<file path="config.mk">
export PLATFORM = sky130hd
export DESIGN_NAME = conv_tile_sched_flat
export DESIGN_NICKNAME = d
export VERILOG_FILES = /design/src/rtl/conv_tile_sched_if.sv /design/src/rtl/conv_tile_sched.sv /design/src/flat_wrapper.sv
export SDC_FILE = /design/constraint.sdc
export NUM_CORES = 1
export LEC_CHECK = 0
export BUFFER_PORTS_ARGS = -buffer_cell sky130_fd_sc_hd__buf_2
export CORE_MARGIN = 2
export CORE_UTILIZATION = 58
export DETAILED_ROUTE_END_ITERATION = 8
export MAX_ROUTING_LAYER = met4
export PLACE_DENSITY = 0.8
export REMOVE_ABC_BUFFERS = 1
export SYNTH_ARGS = -nofsm -noshare
export SYNTH_HDL_FRONTEND = slang
export SYNTH_SLANG_ARGS = --single-unit
</file>
<file path="constraint.sdc">
create_clock -name clk -period 2.7 [get_ports clk]
set_input_delay 0.135 -clock clk [delete_from_list [all_inputs] [get_ports clk]]
set_output_delay 0.135 -clock clk [all_outputs]
set_load 0.03 [all_outputs]
</file>
<file path="src/rtl/conv_tile_sched_if.sv">
// Handshake bundle between the layer-level tile scheduler and its controller / conv_tile.
//   conv_start, conv_abort  : layer start / cancel requests into the scheduler
//   conv_tile_done          : per-tile completion pulse from conv_tile
//   conv_tile_start         : per-tile start pulse to conv_tile
//   tile_base_n/m/row/col   : coordinates of the current tile
//   tile_idx                : linear index of the current tile
//   conv_busy, conv_done    : layer status
// The master modport is the scheduler side. The slave modport is the controller/conv_tile side.
interface conv_tile_sched_if #(
   parameter int unsigned AW = 32
);
   logic          conv_start;
   logic          conv_abort;
   logic          conv_tile_done;
   logic          conv_tile_start;
   logic [AW-1:0] tile_base_n;
   logic [AW-1:0] tile_base_m;
   logic [AW-1:0] tile_base_row;
   logic [AW-1:0] tile_base_col;
   logic [AW-1:0] tile_idx;
   logic          conv_busy;
   logic          conv_done;

   modport master (
      input  conv_start, conv_abort, conv_tile_done,
      output conv_tile_start, tile_base_n, tile_base_m, tile_base_row, tile_base_col,
             tile_idx, conv_busy, conv_done
   );

   modport slave (
      output conv_start, conv_abort, conv_tile_done,
      input  conv_tile_start, tile_base_n, tile_base_m, tile_base_row, tile_base_col,
             tile_idx, conv_busy, conv_done
   );
endinterface

</file>
<file path="src/rtl/conv_tile_sched.sv">
// Layer tile scheduler: on conv_start, walks every (n, m, row, col) tile of an N x M x R x C
// layer. It issues one conv_tile_start per tile and waits for conv_tile_done before it
// advances. conv_done pulses after the last tile.
// Ports:
//   clk  clock
//   rst  synchronous active-high reset
//   bus  conv_tile_sched_if.master (start/abort/tile_done in; tile_start, bases, idx,
//        busy and done out). All outputs are registered.
// Loop order, innermost first: m, col, row, n.
module conv_tile_sched #(
   parameter int unsigned AW = 32,
   parameter int unsigned N  = 128,
   parameter int unsigned M  = 256,
   parameter int unsigned R  = 128,
   parameter int unsigned C  = 128,
   parameter int unsigned Tn = 16,
   parameter int unsigned Tm = 16,
   parameter int unsigned Tr = 64,
   parameter int unsigned Tc = 16,
   parameter int unsigned K  = 3,
   parameter int unsigned S  = 1
) (
   input  logic                clk,
   input  logic                rst,
   conv_tile_sched_if.master   bus
);
   localparam int unsigned TRK      = (Tr + S - K) / S;
   localparam int unsigned TCK      = (Tc + S - K) / S;
   localparam int unsigned RK       = (R + S - K) / S;
   localparam int unsigned CK       = (C + S - K) / S;
   localparam int unsigned NT       = (N + Tn - 1) / Tn;
   localparam int unsigned MT       = (M + Tm - 1) / Tm;
   localparam int unsigned RT       = (RK + TRK - 1) / TRK;
   localparam int unsigned CT       = (CK + TCK - 1) / TCK;
   localparam int unsigned TILE_NUM = NT * MT * RT * CT;

   localparam logic [AW-1:0] TileLast = AW'(TILE_NUM - 1);
   localparam logic [AW-1:0] MtLast   = AW'(MT - 1);
   localparam logic [AW-1:0] CtLast   = AW'(CT - 1);
   localparam logic [AW-1:0] RtLast   = AW'(RT - 1);
   localparam logic [AW-1:0] StepM    = AW'(Tm);
   localparam logic [AW-1:0] StepN    = AW'(Tn);
   localparam logic [AW-1:0] StepRow  = AW'(TRK * S);
   localparam logic [AW-1:0] StepCol  = AW'(TCK * S);
   localparam logic [AW-1:0] One      = AW'(1);

   typedef enum logic [1:0] {StIdle, StStart, StWait, StDone} state_e;

   state_e        state_q, state_d;
   logic [AW-1:0] n_q, n_d, m_q, m_d, row_q, row_d, col_q, col_d, idx_q, idx_d;
   // Per-dimension tile counters decide the wraps. This avoids comparing bases that
   // could overflow AW.
   logic [AW-1:0] cnt_m_q, cnt_m_d, cnt_col_q, cnt_col_d, cnt_row_q, cnt_row_d;
   logic          start_q, start_d, busy_q, busy_d, done_q, done_d;

   always_comb begin
      state_d   = state_q;
      n_d       = n_q;
      m_d       = m_q;
      row_d     = row_q;
      col_d     = col_q;
      idx_d     = idx_q;
      cnt_m_d   = cnt_m_q;
      cnt_col_d = cnt_col_q;
      cnt_row_d = cnt_row_q;
      unique case (state_q)
         StIdle: begin
            if (bus.conv_start) begin
               state_d = StStart;
               {n_d, m_d, row_d, col_d, idx_d} = '0;
               {cnt_m_d, cnt_col_d, cnt_row_d} = '0;
            end
         end
         StStart: begin
            // A tile_done arriving alongside the start pulse belongs to no tile and is ignored.
            state_d = StWait;
         end
         StWait: begin
            if (bus.conv_tile_done) begin
               if (idx_q == TileLast) begin
                  state_d = StDone;
               end else begin
                  state_d = StStart;
                  idx_d   = idx_q + One;
                  if (cnt_m_q == MtLast) begin
                     cnt_m_d = '0;
                     m_d     = '0;
                     if (cnt_col_q == CtLast) begin
                        cnt_col_d = '0;
                        col_d     = '0;
                        if (cnt_row_q == RtLast) begin
                           cnt_row_d = '0;
                           row_d     = '0;
                           n_d       = n_q + StepN;
                        end else begin
                           cnt_row_d = cnt_row_q + One;
                           row_d     = row_q + StepRow;
                        end
                     end else begin
                        cnt_col_d = cnt_col_q + One;
                        col_d     = col_q + StepCol;
                     end
                  end else begin
                     cnt_m_d = cnt_m_q + One;
                     m_d     = m_q + StepM;
                  end
               end
            end
         end
         StDone: begin
            state_d = StIdle;
         end
         default: state_d = StIdle;
      endcase
      // Abort overrides any tile_done taken above. In idle it has no effect.
      if (bus.conv_abort && state_q != StIdle) begin
         state_d = StIdle;
         {n_d, m_d, row_d, col_d, idx_d} = '0;
         {cnt_m_d, cnt_col_d, cnt_row_d} = '0;
      end
      // The output flags follow the state being entered, so they are registered.
      start_d = (state_d == StStart);
      busy_d  = (state_d == StStart) || (state_d == StWait);
      done_d  = (state_d == StDone);
   end

   always_ff @(posedge clk) begin
      if (rst) begin
         state_q   <= StIdle;
         n_q       <= '0;
         m_q       <= '0;
         row_q     <= '0;
         col_q     <= '0;
         idx_q     <= '0;
         cnt_m_q   <= '0;
         cnt_col_q <= '0;
         cnt_row_q <= '0;
         start_q   <= 1'b0;
         busy_q    <= 1'b0;
         done_q    <= 1'b0;
      end else begin
         state_q   <= state_d;
         n_q       <= n_d;
         m_q       <= m_d;
         row_q     <= row_d;
         col_q     <= col_d;
         idx_q     <= idx_d;
         cnt_m_q   <= cnt_m_d;
         cnt_col_q <= cnt_col_d;
         cnt_row_q <= cnt_row_d;
         start_q   <= start_d;
         busy_q    <= busy_d;
         done_q    <= done_d;
      end
   end

   assign bus.conv_tile_start = start_q;
   assign bus.conv_busy       = busy_q;
   assign bus.conv_done       = done_q;
   assign bus.tile_base_n     = n_q;
   assign bus.tile_base_m     = m_q;
   assign bus.tile_base_row   = row_q;
   assign bus.tile_base_col   = col_q;
   assign bus.tile_idx        = idx_q;
endmodule
</file>
<file path="src/flat_wrapper.sv">
// flat-port wrapper written by rule: the top's interface ports become plain ports
module conv_tile_sched_flat 
#(
   parameter int unsigned AW = 32,
   parameter int unsigned N  = 128,
   parameter int unsigned M  = 256,
   parameter int unsigned R  = 128,
   parameter int unsigned C  = 128,
   parameter int unsigned Tn = 16,
   parameter int unsigned Tm = 16,
   parameter int unsigned Tr = 64,
   parameter int unsigned Tc = 16,
   parameter int unsigned K  = 3,
   parameter int unsigned S  = 1
)
  (clk, rst, bus_conv_start, bus_conv_abort, bus_conv_tile_done, bus_conv_tile_start, bus_tile_base_n, bus_tile_base_m, bus_tile_base_row, bus_tile_base_col, bus_tile_idx, bus_conv_busy, bus_conv_done);
  conv_tile_sched_if #(.AW(AW)) bus_i ();
  input  logic clk;
  input  logic rst;
  input wire logic [$bits(bus_i.conv_start)-1:0] bus_conv_start;
  input wire logic [$bits(bus_i.conv_abort)-1:0] bus_conv_abort;
  input wire logic [$bits(bus_i.conv_tile_done)-1:0] bus_conv_tile_done;
  output wire logic [$bits(bus_i.conv_tile_start)-1:0] bus_conv_tile_start;
  output wire logic [$bits(bus_i.tile_base_n)-1:0] bus_tile_base_n;
  output wire logic [$bits(bus_i.tile_base_m)-1:0] bus_tile_base_m;
  output wire logic [$bits(bus_i.tile_base_row)-1:0] bus_tile_base_row;
  output wire logic [$bits(bus_i.tile_base_col)-1:0] bus_tile_base_col;
  output wire logic [$bits(bus_i.tile_idx)-1:0] bus_tile_idx;
  output wire logic [$bits(bus_i.conv_busy)-1:0] bus_conv_busy;
  output wire logic [$bits(bus_i.conv_done)-1:0] bus_conv_done;
  assign bus_i.conv_start = bus_conv_start;
  assign bus_i.conv_abort = bus_conv_abort;
  assign bus_i.conv_tile_done = bus_conv_tile_done;
  assign bus_conv_tile_start = bus_i.conv_tile_start;
  assign bus_tile_base_n = bus_i.tile_base_n;
  assign bus_tile_base_m = bus_i.tile_base_m;
  assign bus_tile_base_row = bus_i.tile_base_row;
  assign bus_tile_base_col = bus_i.tile_base_col;
  assign bus_tile_idx = bus_i.tile_idx;
  assign bus_conv_busy = bus_i.conv_busy;
  assign bus_conv_done = bus_i.conv_done;
  conv_tile_sched #(.AW(AW), .N(N), .M(M), .R(R), .C(C), .Tn(Tn), .Tm(Tm), .Tr(Tr), .Tc(Tc), .K(K), .S(S)) u_core (.clk(clk), .rst(rst), .bus(bus_i));
endmodule
</file>
==> results of run 1 <==
-- area by class of cell --
cell class,count,share of cell area
Clock buffer,42,0.0569
Sequential cell,251,0.339
Timing Repair Buffer,250,0.102
Inverter,32,0.00811
Antenna cell,1,0.000169
Tap cell,275,0.0232
Multi-Input combinational cell,1186,0.466
Clock inverter,6,0.00406
-- flip-flops by register name (all words and copies together), names as in the netlist --
signal / flops
u_core.bus.conv_done: 1
u_core.cnt_row_q: 32
u_core.cnt_m_q: 32
u_core.state_q: 2
u_core.bus.tile_base_row: 31
u_core.bus.tile_base_col: 31
u_core.bus.conv_busy: 1
u_core.bus.tile_base_n: 28
u_core.bus.conv_tile_start: 1
u_core.bus.tile_idx: 32
u_core.cnt_col_q: 32
u_core.bus.tile_base_m: 28
-- what timing repair did --
action,CTS,global route
resized for setup,2,21
setup buffers,0,6
pin swaps,0,4
hold buffers,1,0
hold endpoints to repair,4,0
setup endpoints to repair,13,108
-- through the flow --
step | instances | instance area (µm²)
2_1_floorplan | 1469 | 11900
3_3_place_gp | 1987 | 13700
3_5_place_dp | 1987 | 13700
4_1_cts | 2036 | 14600
5_1_grt | 2043 | 14800
6_report | 2043 | 14800
-- power by group through the flow --
stage / Combinational, mW / Clock (mW) / Sequential [mW]
floorplan: 0.199 / 0 / 3.82
global placement: 0.382 / 0 / 3.81
detailed placement: 0.386 / 0 / 3.81
CTS: 0.391 / 3.76 / 3.73
global route: 0.437 / 3.90 / 3.73
finish: 0.406 / 3.72 / 3.73
-- tightest hold or removal path: cells and delay by family --
family / cells / cell delay [ns]
compound gates: 1 / 0.13
buf+inv: 1 / 0.12
simple gates: 2 / 0.12
-- per-layer routing --
layer,up-vias,GRT usage,share of wire
met5,-,-,0
met4,0,0.102,0.035
met3,121,0.0376,0.070
met2,546,0.475,0.47
met1,5738,0.384,0.43
li1,5956,-,-
-- Yosys cell counts, types with 2 or more instances --
library cell  number
dfxtp_1          251
o22ai_1            5
inv_1             32
nor2b_1            6
nand2_1          141
or2_2             11
nor4_1            51
a21oi_1           77
xnor2_1           48
o21ai_0          134
buf_2             18
or4_1              8
o41ai_1            8
o211ai_1           7
xor2_1            61
nor2_1           189
a22o_1             2
o31ai_1           14
nor4b_1           10
a311oi_1           2
nor3b_1            7
a21o_1            12
and2_1            14
buf_1              4
a211oi_1           2
a31oi_1           18
clkbuf_1          39
nor4_2             2
mux2i_1            3
o311ai_0           2
nor3_1            42
or3_1             54
and3_1            32
or3b_1             2
nand4_1           72
nand2b_1           6
nand3_1           83
a41oi_1            4
buf_4             12
and4_1            15
ha_1              12
-- kinds of logic (layout without fill, tap and decap cells) --
logic type	Yosys count	after routing	share of synthesized area
other	1	11	0.000307
flip-flops	251	251	0.411
multiplexers	4	4	0.00338
buffers and inverters	105	330	0.0378
XOR/XNOR	109	109	0.0782
AND/OR/NAND/NOR	752	752	0.315
adder cells (fa/ha/maj)	12	12	0.0123
AO/OA/AOI/OAI	299	299	0.142
-- worst paths after layout --
| kind | endpoint | slack, ns | depth (start not counted) |
|---|---|---|---|
| worst max register to register | u_core.bus.tile_base_col[17]$_SDFFE_PP0P_ | 0.10 | 8 |
| worst min-delay path | u_core.state_q[1]$_SDFF_PP0_ | 0.03 | 4 |
| worst max-delay path | u_core.bus.tile_base_col[17]$_SDFFE_PP0P_ | 0.10 | 8 |
| worst min register to register | u_core.cnt_row_q[31]$_SDFFE_PP0P_ | 0.47 | 1 |
==> metrics.md, run 1 <==
| Metric | Value |
|---|---|
| Status | finished, final reports clean |
| Clock power frac | 0.474 |
| Clk buf depth | 3 |
| Post-route ant nets | 0 |
| Most used cell, CP | nor4_1 |
| Fraction of layout cells with a size suffix above 1 | 0.192 |
| Final hold vios | 0 |
| Prevailing post-synth register cell | dfxtp_1 |
| Die W | 149 µm |
| Initial DRC count | 993 |
| Crit path time final | 2.60 ns |
| Ys async rst share | 0 |
| Clk_lat worst skew | 0.53 ns |
| Post-DP HPWL | 23.0 mm |
| EDFF count, synth | 0 |
| Via count | 12361 |
| Fin Setup TNS | 0 ns |
| R2R Path Start | u_core.bus.tile_idx[16]$_SDFFE_PP0P_ |
| CTS sink count | 251 |
| Initial Utilization | 0.586 |
| Part of the cycle the worst path needs | 0.963 |
| Actual slew at the worst max-slew pin | 0.736 ns |
| Synth top area share | 0.411 |
| Yosys warns | 0 |
| Reg clk slew, reported paths | 0.06 ns |
| P&R area growth vs syn | 21.2% |
| H-tree levels | 1 |
| Drt via density | 6.05 |
| Per-cell routed wire length | 16.3 µm |
| Largest net degree at the start of global routing | 40 |
| Worst Skew | 0.00888 ns |
| WS Path Type | reg -> reg |
| Max-Cap Viols | 0 |
| WHS | 0.0275 ns |
| Post-route setup slack | 0.101 ns |
| Post-route total power | 7.85 mW |
| GP Congestion | 0.891 |
| Worst Path Arrival | 3.01 ns |
| Drc violations | 0 |
| Critical Path Max Stage Delay | 0.73 ns |
| Seq pwr share | 0.475 |
| Register area | 5020 µm² |
| WP buf/inv | 1 |
| Num CTS Buffers | 27 |
| Mapped cell area | 12200 µm² |
| Synth area leaders | dfxtp_1 41%, nor2_1 5.8%, o21ai_0 5.5%, xor2_1 4.4%, nand2_1 4.3% |
| Netlist cell types | 62 |
| Grt total ovfl | 0 |
| Multi-input gate area | 6900 µm² |
| Worst Setup SP | u_core.bus.tile_idx[16]$_SDFFE_PP0P_ |
| CTS tree | built |
| FILL cells | 1660 |
| Cell family with most CP delay | simple AND/OR/NAND/NOR gates |
| Crit Path Max Fanout | 14 |
| Final Util | 0.711 |
| P_sw | 1.80 mW |
| WP data required | 3.11 ns |
| # setup viols final | 0 |
| Vias in the first global route | 11196 |
| Commonest non-fill, non-tap cells in the layout | 251 x dfxtp_1, 187 x nor2_1, 157 x buf_2, 139 x nand2_1, 134 x o21ai_0 |
| Max-slew violation count | 0 |
| Most common cell after layout, fill and taps aside | dfxtp_1 |
| I/O pins | 168 |
| PwrDens | 530 nW/µm² |
| Slowest stage cell on the critical path | or4_1 |
| Total Routing Usage GR | 0.295 |
| Die area | 22200 µm² |
| Max rail drop VDD | 0.459 mV |
| Combinational share of power | 0.052 |
| Core Area | 20800 µm² |
| Initial antenna violation count | 1 |
| Sw frac | 0.230 |
| Site Rows | 53 |
| Die Ht | 149 µm |
| DRT Pass-1 Iters | 7 |
| Pre-CTS setup slack | -0.0653 ns |
| Detailed Route WL | 33.4 mm |
| Leading area contributor after synthesis | dfxtp_1 |
| Endpoint class of the critical path | flip-flop |
| Min-delay worst type | in -> reg |
| #FFs+latches synth | 251 |
| Internal power | 6.05 mW |
| Max_slew headroom | 0.509 |
| RSZ-0062 raised after global routing | yes |
| Sequential area share after synthesis | 0.411 |
| Hold Path Origin | bus_conv_abort |
| Average size of a mapped cell | 7.97 µm² |
| Final Net Count | 1765 |
| CP cell instances | nor4_1, nand4_1, or4_1, o211ai_2, buf_4, nor4_1, xnor2_1, nor2_1 |
| I/O Buffers | 157 |
| CP Launch Type | flip-flop |
| Global-route wire length before repair | 53.9 mm |
| Maximum clock rate | 0.385 GHz |
| Clock root cell | clkbuf_16 |
| P_leak | 5.59 nW |
| Mapped Cells | 1533 |
No activity file was read; power rests on OpenSTA's default activity.
==> inputs of run 2 (changes only) <==
--- a/config.mk
+++ b/config.mk
@@ -5,12 +5,13 @@
 export SDC_FILE = /design/constraint.sdc
 export NUM_CORES = 1
 export LEC_CHECK = 0
+export ABC_AREA = 1
 export BUFFER_PORTS_ARGS = -buffer_cell sky130_fd_sc_hd__buf_2
 export CORE_MARGIN = 2
-export CORE_UTILIZATION = 58
+export CORE_UTILIZATION = 60
 export DETAILED_ROUTE_END_ITERATION = 8
 export MAX_ROUTING_LAYER = met4
-export PLACE_DENSITY = 0.8
+export PLACE_DENSITY = 0.81
 export REMOVE_ABC_BUFFERS = 1
 export SYNTH_ARGS = -nofsm -noshare
 export SYNTH_HDL_FRONTEND = slang
==> run 2 against run 1 <==
Net effect:
- fmax up 5.0%
- wire length up 39%
- global-route usage up 3.7 points
- combinational power up 120%
- utilization down 1.7 points
- via count up 41%
- area after synthesis up 29%
- first-iteration DRC count up 68%
- highest routed layer unchanged
==> metrics.md, run 2 <==
| Metric | Value |
|---|---|
| Status | finished, final reports clean |
| Site Rows | 59 (+11%) |
| Seq pwr share | 0.425 (-0.050) |
| Internal power | 6.43 mW (+6.3%) |
| Critical Path Max Stage Delay | 0.38 ns (-0.35 ns) |
| Leading area contributor after synthesis | dfxtp_1 |
| Dpl cell area | 16900 µm² (+23%) |
| CTS sink count | 251 (unchanged) |
| WS Path Type | reg -> reg |
| Core Area | 25900 µm² (+24%) |
| Final instance area | 18000 µm² (+22%) |
| # setup viols final | 0 (unchanged) |
| CP cell instances | ha_2, nand3_2, nor2_1, nand2_1, nor2_4, nor2_1, nor2_8, nand2_1, nand2_2, buf_6, nand2_2, nand2_1, nand2_1 |
| Post-route setup slack | 0.224 ns (+0.123 ns) |
| Die Ht | 166 µm (+11%) |
| Largest net degree at the start of global routing | 82 (+110%) |
| Min-delay worst type | in -> reg |
| Top post-synthesis cells by count | 814 x nand2_1, 454 x nor2_1, 291 x inv_1 |
| Maximum clock rate | 0.404 GHz (+5.0%) |
| Total Routing Usage GR | 0.332 (+0.0374) |
| Yosys warns | 0 (unchanged) |
| CP Launch Type | flip-flop |
| GRT Max-Usage Layer | met2 |
| Clk_lat worst skew | 0.57 ns (+0.04 ns) |
| Max-Cap Viols | 0 (unchanged) |
| Average size of a mapped cell | 5.95 µm² (-25%) |
| GR met3 Demand/Resource | 0.0367 (-0.000913) |
| #FFs+latches synth | 251 (unchanged) |
| Crit Path Max Fanout | 22 (+8) |
| Pre-CTS setup slack | 0.117 ns (+0.182 ns) |
| Commonest non-fill, non-tap cells in the layout | 812 x nand2_1, 454 x nor2_1, 290 x inv_1, 251 x dfxtp_1, 157 x buf_2 |
| P&R area growth vs syn | 14.5% |
| Endpoint class of the critical path | flip-flop |
| Clk buf depth | 3 (unchanged) |
| DRT Pass-1 Iters | 6 (-1) |
| GP Congestion | 0.965 (+8.4%) |
| H-tree levels | 1 (unchanged) |
| Ys async rst share | 0 (unchanged) |
| P_sw | 2.38 mW (+32%) |
| Die W | 166 µm (+11%) |
| I/O pins | 168 (unchanged) |
| Actual slew at the worst max-slew pin | 0.741 ns (+0.00443 ns) |
| Mapped Cells | 2643 (+72%) |
| P_leak | 7.16 nW (+28%) |
| Initial DRC count | 1666 (+68%) |
| Worst Skew | 0.0145 ns (+0.00566 ns) |
| Drt via density | 5.51 (-9.0%) |
| Crit path time final | 2.48 ns (-0.123 ns) |
| Via count | 17383 (+41%) |
| Initial Utilization | 0.606 (+0.0200) |
| Per-cell routed wire length | 14.7 µm (-10%) |
| Most used cell, CP | nand2_1 |
| Combinational share of power | 0.103 (+0.051) |
| Post-DP HPWL | 32.9 mm (+43%) |
| Post-route ant nets | 0 (unchanged) |
| Prevailing post-synth register cell | dfxtp_1 |
| PwrDens | 490 nW/µm² (-7.6%) |
| Reg clk slew, reported paths | 0.06 ns (about the same) |
| WP data required | 3.16 ns (+0.05 ns) |
| Most common cell after layout, fill and taps aside | nand2_1 |
| Die area | 27500 µm² (+24%) |
| I/O Buffers | 157 (unchanged) |
| Part of the cycle the worst path needs | 0.917 (-0.0456) |
| Netlist cell types | 43 (-31%) |
| EDFF count, synth | 0 (unchanged) |
| Worst Path Arrival | 2.93 ns (-0.08 ns) |
| RSZ-0062 raised after global routing | no |
| Sequential area share after synthesis | 0.320 (-0.0917) |
| Max-slew violation count | 0 (unchanged) |
| Final hold vios | 0 (unchanged) |
| Count leader, synth | nand2_1 |
| Grt met2 use | 0.541 (+0.0657) |
| Reg2Reg Setup Slack | 0.22 ns (+0.12 ns) |
| Sw frac | 0.271 (+0.0410) |
| Synth top area share | 0.320 (-0.0917) |
| Max_slew headroom | 0.506 (-0.00246) |
| Initial antenna violation count | 0 (-1) |
| Synth area leaders | dfxtp_1 32%, nand2_1 19%, nor2_1 11%, inv_1 7.0%, nand3_1 4.8% |
| Clock root cell | clkbuf_16 |
| Met1 Use GR | 0.437 (+0.0534) |
| Fraction of layout cells with a size suffix above 1 | 0.0996 (-0.0923) |
| Final Net Count | 2817 (+60%) |
| Slowest stage cell on the critical path | dfxtp_1 |
| N_diodes | 0 (-1) |
| Global-route wire length before repair | 76.3 mm (+41%) |
| Clock power frac | 0.472 (-0.002) |
| Detailed Route WL | 46.4 mm (+39%) |
| Vias in the first global route | 15772 (+41%) |
| Mapped cell area | 15700 µm² (+29%) |
| Num CTS Buffers | 29 (+7.4%) |
| Drc violations | 0 (unchanged) |
| Grt total ovfl | 0 (unchanged) |
| Max rail drop VDD | 0.515 mV (+12%) |
| CTS tree | built |
-- run 2: cell count changes in the layout (fill, tap and decap cells not counted), sizes merged, moves of 18 or more --
cell,previous run,this run
nand2,141,817
nor4,53,10
or3,54,0
buf,249,202
nor2,190,463
inv,32,294
and3,32,1
nor3,43,97
a21oi,78,136
nand4,73,108
o21ai,135,95
nand3,84,153
a31oi,18,0
xnor2,48,14
-- run 2: worst paths after layout --
kind                                                start                                 endpoint  cells past startpoint
setup / recovery           u_core.cnt_m_q[0]$_SDFFE_PP0P_   u_core.bus.tile_base_n[4]$_SDFFE_PP0P_                     13
hold / removal                             bus_conv_abort             u_core.state_q[1]$_SDFF_PP0_                      6
setup reg to reg           u_core.cnt_m_q[0]$_SDFFE_PP0P_   u_core.bus.tile_base_n[4]$_SDFFE_PP0P_                     13
hold reg to reg   u_core.bus.tile_base_m[20]$_SDFFE_PP0P_  u_core.bus.tile_base_m[20]$_SDFFE_PP0P_                      2
-- run 2: stage by stage --
step | hold slack [ns] | util | total power, mW | cells | TNS, ns
after CTS | 0.0504 | 0.692 | 8.80 | 3155 | 0
after floorplan | 0.202 | - | 4.32 | 2565 | -419.26
after global routing | 0.128 | 0.694 | 9.06 | 3157 | 0
after detailed placement | 0.375 | 0.653 | 4.69 | 3101 | 0
after global placement | 0.376 | 0.653 | 4.68 | 3101 | 0
final | 0.0620 | 0.694 | 8.81 | 3157 | 0
-- run 2: area by class of cell --
| cell class | instances | area, µm² |
|---|---|---|
| multi-input cells | 2018 | 9190 |
| fillers | 2366 | 7920 |
| flip-flops and latches | 251 | 5020 |
| repair buffers | 203 | 1220 |
| inverters | 296 | 1120 |
| clock buffers | 38 | 810 |
| well taps | 335 | 419 |
| clock inverters | 15 | 195 |
| repair inverters | 1 | 7.51 |
-- run 2: cell families after synthesis --
| group | synth area share |
|---|---|
| other | 0.000239 |
| flip-flops | 0.320 |
| XOR/XNOR | 0.0334 |
| buffers and inverters | 0.0987 |
| AND/OR/NAND/NOR | 0.451 |
| adder cells (fa/ha/maj) | 0.00955 |
| AO/OA/AOI/OAI | 0.0873 |
-- run 2: repair_timing --
action / in CTS / in global routing
hold buffers: 1 / 0
endpoints found under the setup margin: 0 / 89
endpoints found under the hold margin: 4 / 0
resized for setup: 0 / 9
setup buffers: 0 / 1
-- run 2: routing by layer --
layer,routed length [µm],vias to the layer above
li1,-,8728
met1,20600,7876
met2,21600,673
met3,3050,106
met4,1180,0
met5,0,-
-- run 2: power groups by stage --
stage | clock network, mW | logic [mW] | registers, mW
after floorplan | 0 | 0.459 | 3.86
after global placement | 0 | 0.854 | 3.83
after detailed placement | 0 | 0.865 | 3.83
after CTS | 4.19 | 0.869 | 3.75
after global routing | 4.34 | 0.973 | 3.75
final | 4.16 | 0.903 | 3.75
-- run 2: critical path: cells and delay by family (launching register included) --
kind,cells,cell delay [ns]
adders and majority gates,1,0.25
DFF,1,0.38
and+or+nand+nor,11,1.46
buffers and inverters,1,0.25
==> inputs of run 3 (changes only) <==
--- a/config.mk
+++ b/config.mk
@@ -10,6 +10,7 @@
 export CORE_MARGIN = 2
 export CORE_UTILIZATION = 60
 export DETAILED_ROUTE_END_ITERATION = 8
+export GPL_TIMING_DRIVEN = 0
 export MAX_ROUTING_LAYER = met4
 export PLACE_DENSITY = 0.81
 export REMOVE_ABC_BUFFERS = 1
==> run 3 against run 2 <==
Net effect:
- worst setup slack worse by 0.14 ns
- die area unchanged
- first-iteration DRC count up 11%
- total power grew 2.3%
- fmax shrank 5.4%
- global-route usage grew 1.6 points
- register-to-register slack got worse by 0.14 ns
- count of clock-buffer cells in the layout grew 8
- via count increased by 2.3%
- sequential share of layout area shrank 0.38 points
- critical endpoint is now u_core.cnt_row_q[26]$_SDFFE_PP0P_
==> metrics.md, run 3 (synthesized netlist as in run 2, its figures left out) <==
| Metric | Value |
|---|---|
| Status | finished, final reports clean |
| CP cell instances | ha_2, nand3_2, nor2_1, nand2_1, nor2_4, nor2_4, nor2_8, nand2_8, nand2_8, clkinvlp_4, buf_12, nand2_1, nand2_1 |
| Per-cell routed wire length | 15.7 µm (+6.8%) |
| I/O pins | 168 (unchanged) |
| Crit Path Max Fanout | 12 (-45%) |
| Cell family with most CP delay | simple AND/OR/NAND/NOR gates |
| Worst Setup SP | u_core.cnt_m_q[0]$_SDFFE_PP0P_ |
| Worst Path Arrival | 3.06 ns (+0.13 ns) |
| Max-slew violation count | 0 (unchanged) |
| WP data required | 3.14 ns (-0.02 ns) |
| Endpoint class of the critical path | flip-flop |
| Reg clk slew, reported paths | 0.06 ns (about the same) |
| Global-route wire length before repair | 78.6 mm (+3.1%) |
| Clk buf depth | 3 (unchanged) |
| CTS sink count | 251 (unchanged) |
| Reg2Reg Setup Slack | 0.08 ns (-0.14 ns) |
| Detailed Route WL | 49.5 mm (+6.8%) |
| Drt via density | 5.63 (+2.3%) |
| H-tree levels | 1 (unchanged) |
| FILL cells | 2260 (-4.5%) |
| Min-delay worst type | in -> reg |
| Worst Skew | 0.0145 ns (-0.0000296 ns) |
| Slowest stage cell on the critical path | dfxtp_1 |
| Drc violations | 0 (unchanged) |
| Post-route setup slack | 0.0820 ns (-0.142 ns) |
| DRT Pass-1 Iters | 6 (unchanged) |
| Max rail drop VDD | 0.626 mV (+21%) |
| Die W | 166 µm (unchanged) |
| N_diodes | 0 (unchanged) |
| GP Congestion | 0.978 (+1.4%) |
| Initial Utilization | 0.606 (unchanged) |
| Maximum clock rate | 0.382 GHz (-5.4%) |
| Final Net Count | 2817 (unchanged) |
| Largest net degree at the start of global routing | 80 (-2.4%) |
| Final hold vios | 0 (unchanged) |
| Grt total ovfl | 0 (unchanged) |
| Most used cell, CP | nand2_1 |
| Most common cell after layout, fill and taps aside | nand2_1 |
| Max_slew headroom | 0.381 (-0.125) |
| # setup viols final | 0 (unchanged) |
| R2R depth | 13 (unchanged) |
| P_leak | 7.21 nW (+0.65%) |
| Multi-input gate area | 9480 µm² (+3.1%) |
| Clk_lat worst skew | 0.55 ns (-0.02 ns) |
| Die Ht | 166 µm (unchanged) |
| Via count | 17782 (+2.3%) |
| Commonest non-fill, non-tap cells in the layout | 809 x nand2_1, 450 x nor2_1, 287 x inv_1, 250 x dfxtp_1, 157 x buf_2 |
| PwrDens | 494 nW/µm² (+0.85%) |
| Total stage count of the critical path | 13 (unchanged) |
| P&R area growth vs syn | 16.1% |
| Post-route total power | 9.01 mW (+2.3%) |
| CP Launch Type | flip-flop |
| Part of the cycle the worst path needs | 0.970 (+0.0527) |
| Total Routing Usage GR | 0.348 (+0.0157) |
| I/O Buffers | 157 (unchanged) |
| Post-route ant nets | 0 (unchanged) |
| Site Rows | 59 (unchanged) |
| Post-DP HPWL | 31.5 mm (-4.3%) |
| WS Path Type | reg -> reg |
| Crit path time final | 2.62 ns (+0.142 ns) |
| Clock root cell | clkbuf_16 |
| Register area | 5030 µm² (about the same) |
| Critical Path Max Stage Delay | 0.38 ns (about the same) |
| Reg2reg end | u_core.cnt_row_q[26]$_SDFFE_PP0P_ |
| Final Util | 0.704 (+0.00970) |
| Pre-CTS setup slack | -4.71 ns (-4.83 ns) |
| Initial antenna violation count | 0 (unchanged) |
| WP buf/inv | 2 (+1) |
| Vias in the first global route | 16043 (+1.7%) |
| Initial DRC count | 1856 (+11%) |
| Actual slew at the worst max-slew pin | 0.927 ns (+0.186 ns) |
| CTS tree | built |
| WHS | 0.122 ns (+0.0604 ns) |
| Fraction of layout cells with a size suffix above 1 | 0.103 (+0.00319) |
| R2R Path Start | u_core.cnt_m_q[0]$_SDFFE_PP0P_ |
| Worst Setup EP | u_core.cnt_row_q[26]$_SDFFE_PP0P_ |
| Num CTS Buffers | 28 (-3.4%) |
| Max-Cap Viols | 0 (unchanged) |
| Core Area | 25900 µm² (unchanged) |
| Die area | 27500 µm² (unchanged) |
-- run 3: repair_timing --
item / in CTS / in global routing
endpoints found under the setup margin: 250 / 136
hold buffers: 1 / 0
gates resized for setup: 31 / 11
buffers inserted: 23 / 2
pin swaps: 10 / 6
hold endpoints to repair: 4 / 0
cloned: 15 / 2
-- run 3: final cells by class --
cell class              instances  area share
inverters                     296      0.0628
flip-flops and latches        251       0.276
repair buffers                189      0.0630
clock buffers                  46      0.0493
multi-input cells            2032       0.520
repair inverters                2    0.000823
well taps                     335      0.0230
clock inverters                 6     0.00576
-- run 3: power breakdown --
group          leakage (nW)  switching [mW]  internal, mW
sequential             2.02          0.0251          3.73
clock                 0.498            1.60          2.54
combinational          4.69           0.842         0.268
total                  7.21            2.47          6.54
-- run 3: how the worst min path moves through the flow --
| stage | start | endpoint | slack, ns | cells after the start |
|---|---|---|---|---|
| final | bus_conv_abort | u_core.state_q[1]$_SDFF_PP0_ | 0.12 | 6 |
| after global routing | bus_conv_abort | u_core.state_q[1]$_SDFF_PP0_ | 0.15 | 6 |
| after CTS | bus_conv_tile_done | u_core.state_q[1]$_SDFF_PP0_ | 0.09 | 6 |
| after detailed placement | rst | u_core.bus.conv_busy$_SDFF_PP0_ | 0.38 | 2 |
| after global placement | rst | u_core.bus.conv_busy$_SDFF_PP0_ | 0.37 | 2 |
| after floorplan | rst | u_core.bus.conv_busy$_SDFF_PP0_ | 0.20 | 1 |
-- run 3: routing by layer --
layer,vias up,share of wire,global-route usage
li1,8754,-,-
met3,125,0.085,0.0427
met1,8127,0.42,0.450
met2,776,0.46,0.570
met4,0,0.029,0.111
met5,-,0,-
-- run 3: worst reg2reg max path, cell delays in order (launching register included) --
cell and delay, ns:
dfxtp_1 0.38, ha_2 0.25, nand3_2 0.13, nor2_1 0.15, nand2_1 0.19, nor2_4 0.24, nor2_4 0.14, nor2_8 0.24
nand2_8 0.19, nand2_8 0.20, clkinvlp_4 0.14, buf_12 0.16, nand2_1 0.07, nand2_1 0.05
-- run 3: metrics by stage --
stage | cell area (µm²) | TNS, ns | std cells
2_1_floorplan | 15300 | -419.26 | 2565
3_3_place_gp | 16500 | -1082.18 | 3057
3_5_place_dp | 16600 | -735.17 | 3062
4_1_cts | 18100 | 0 | 3153
5_1_grt | 18200 | -0.0242 | 3157
6_report | 18200 | 0 | 3157
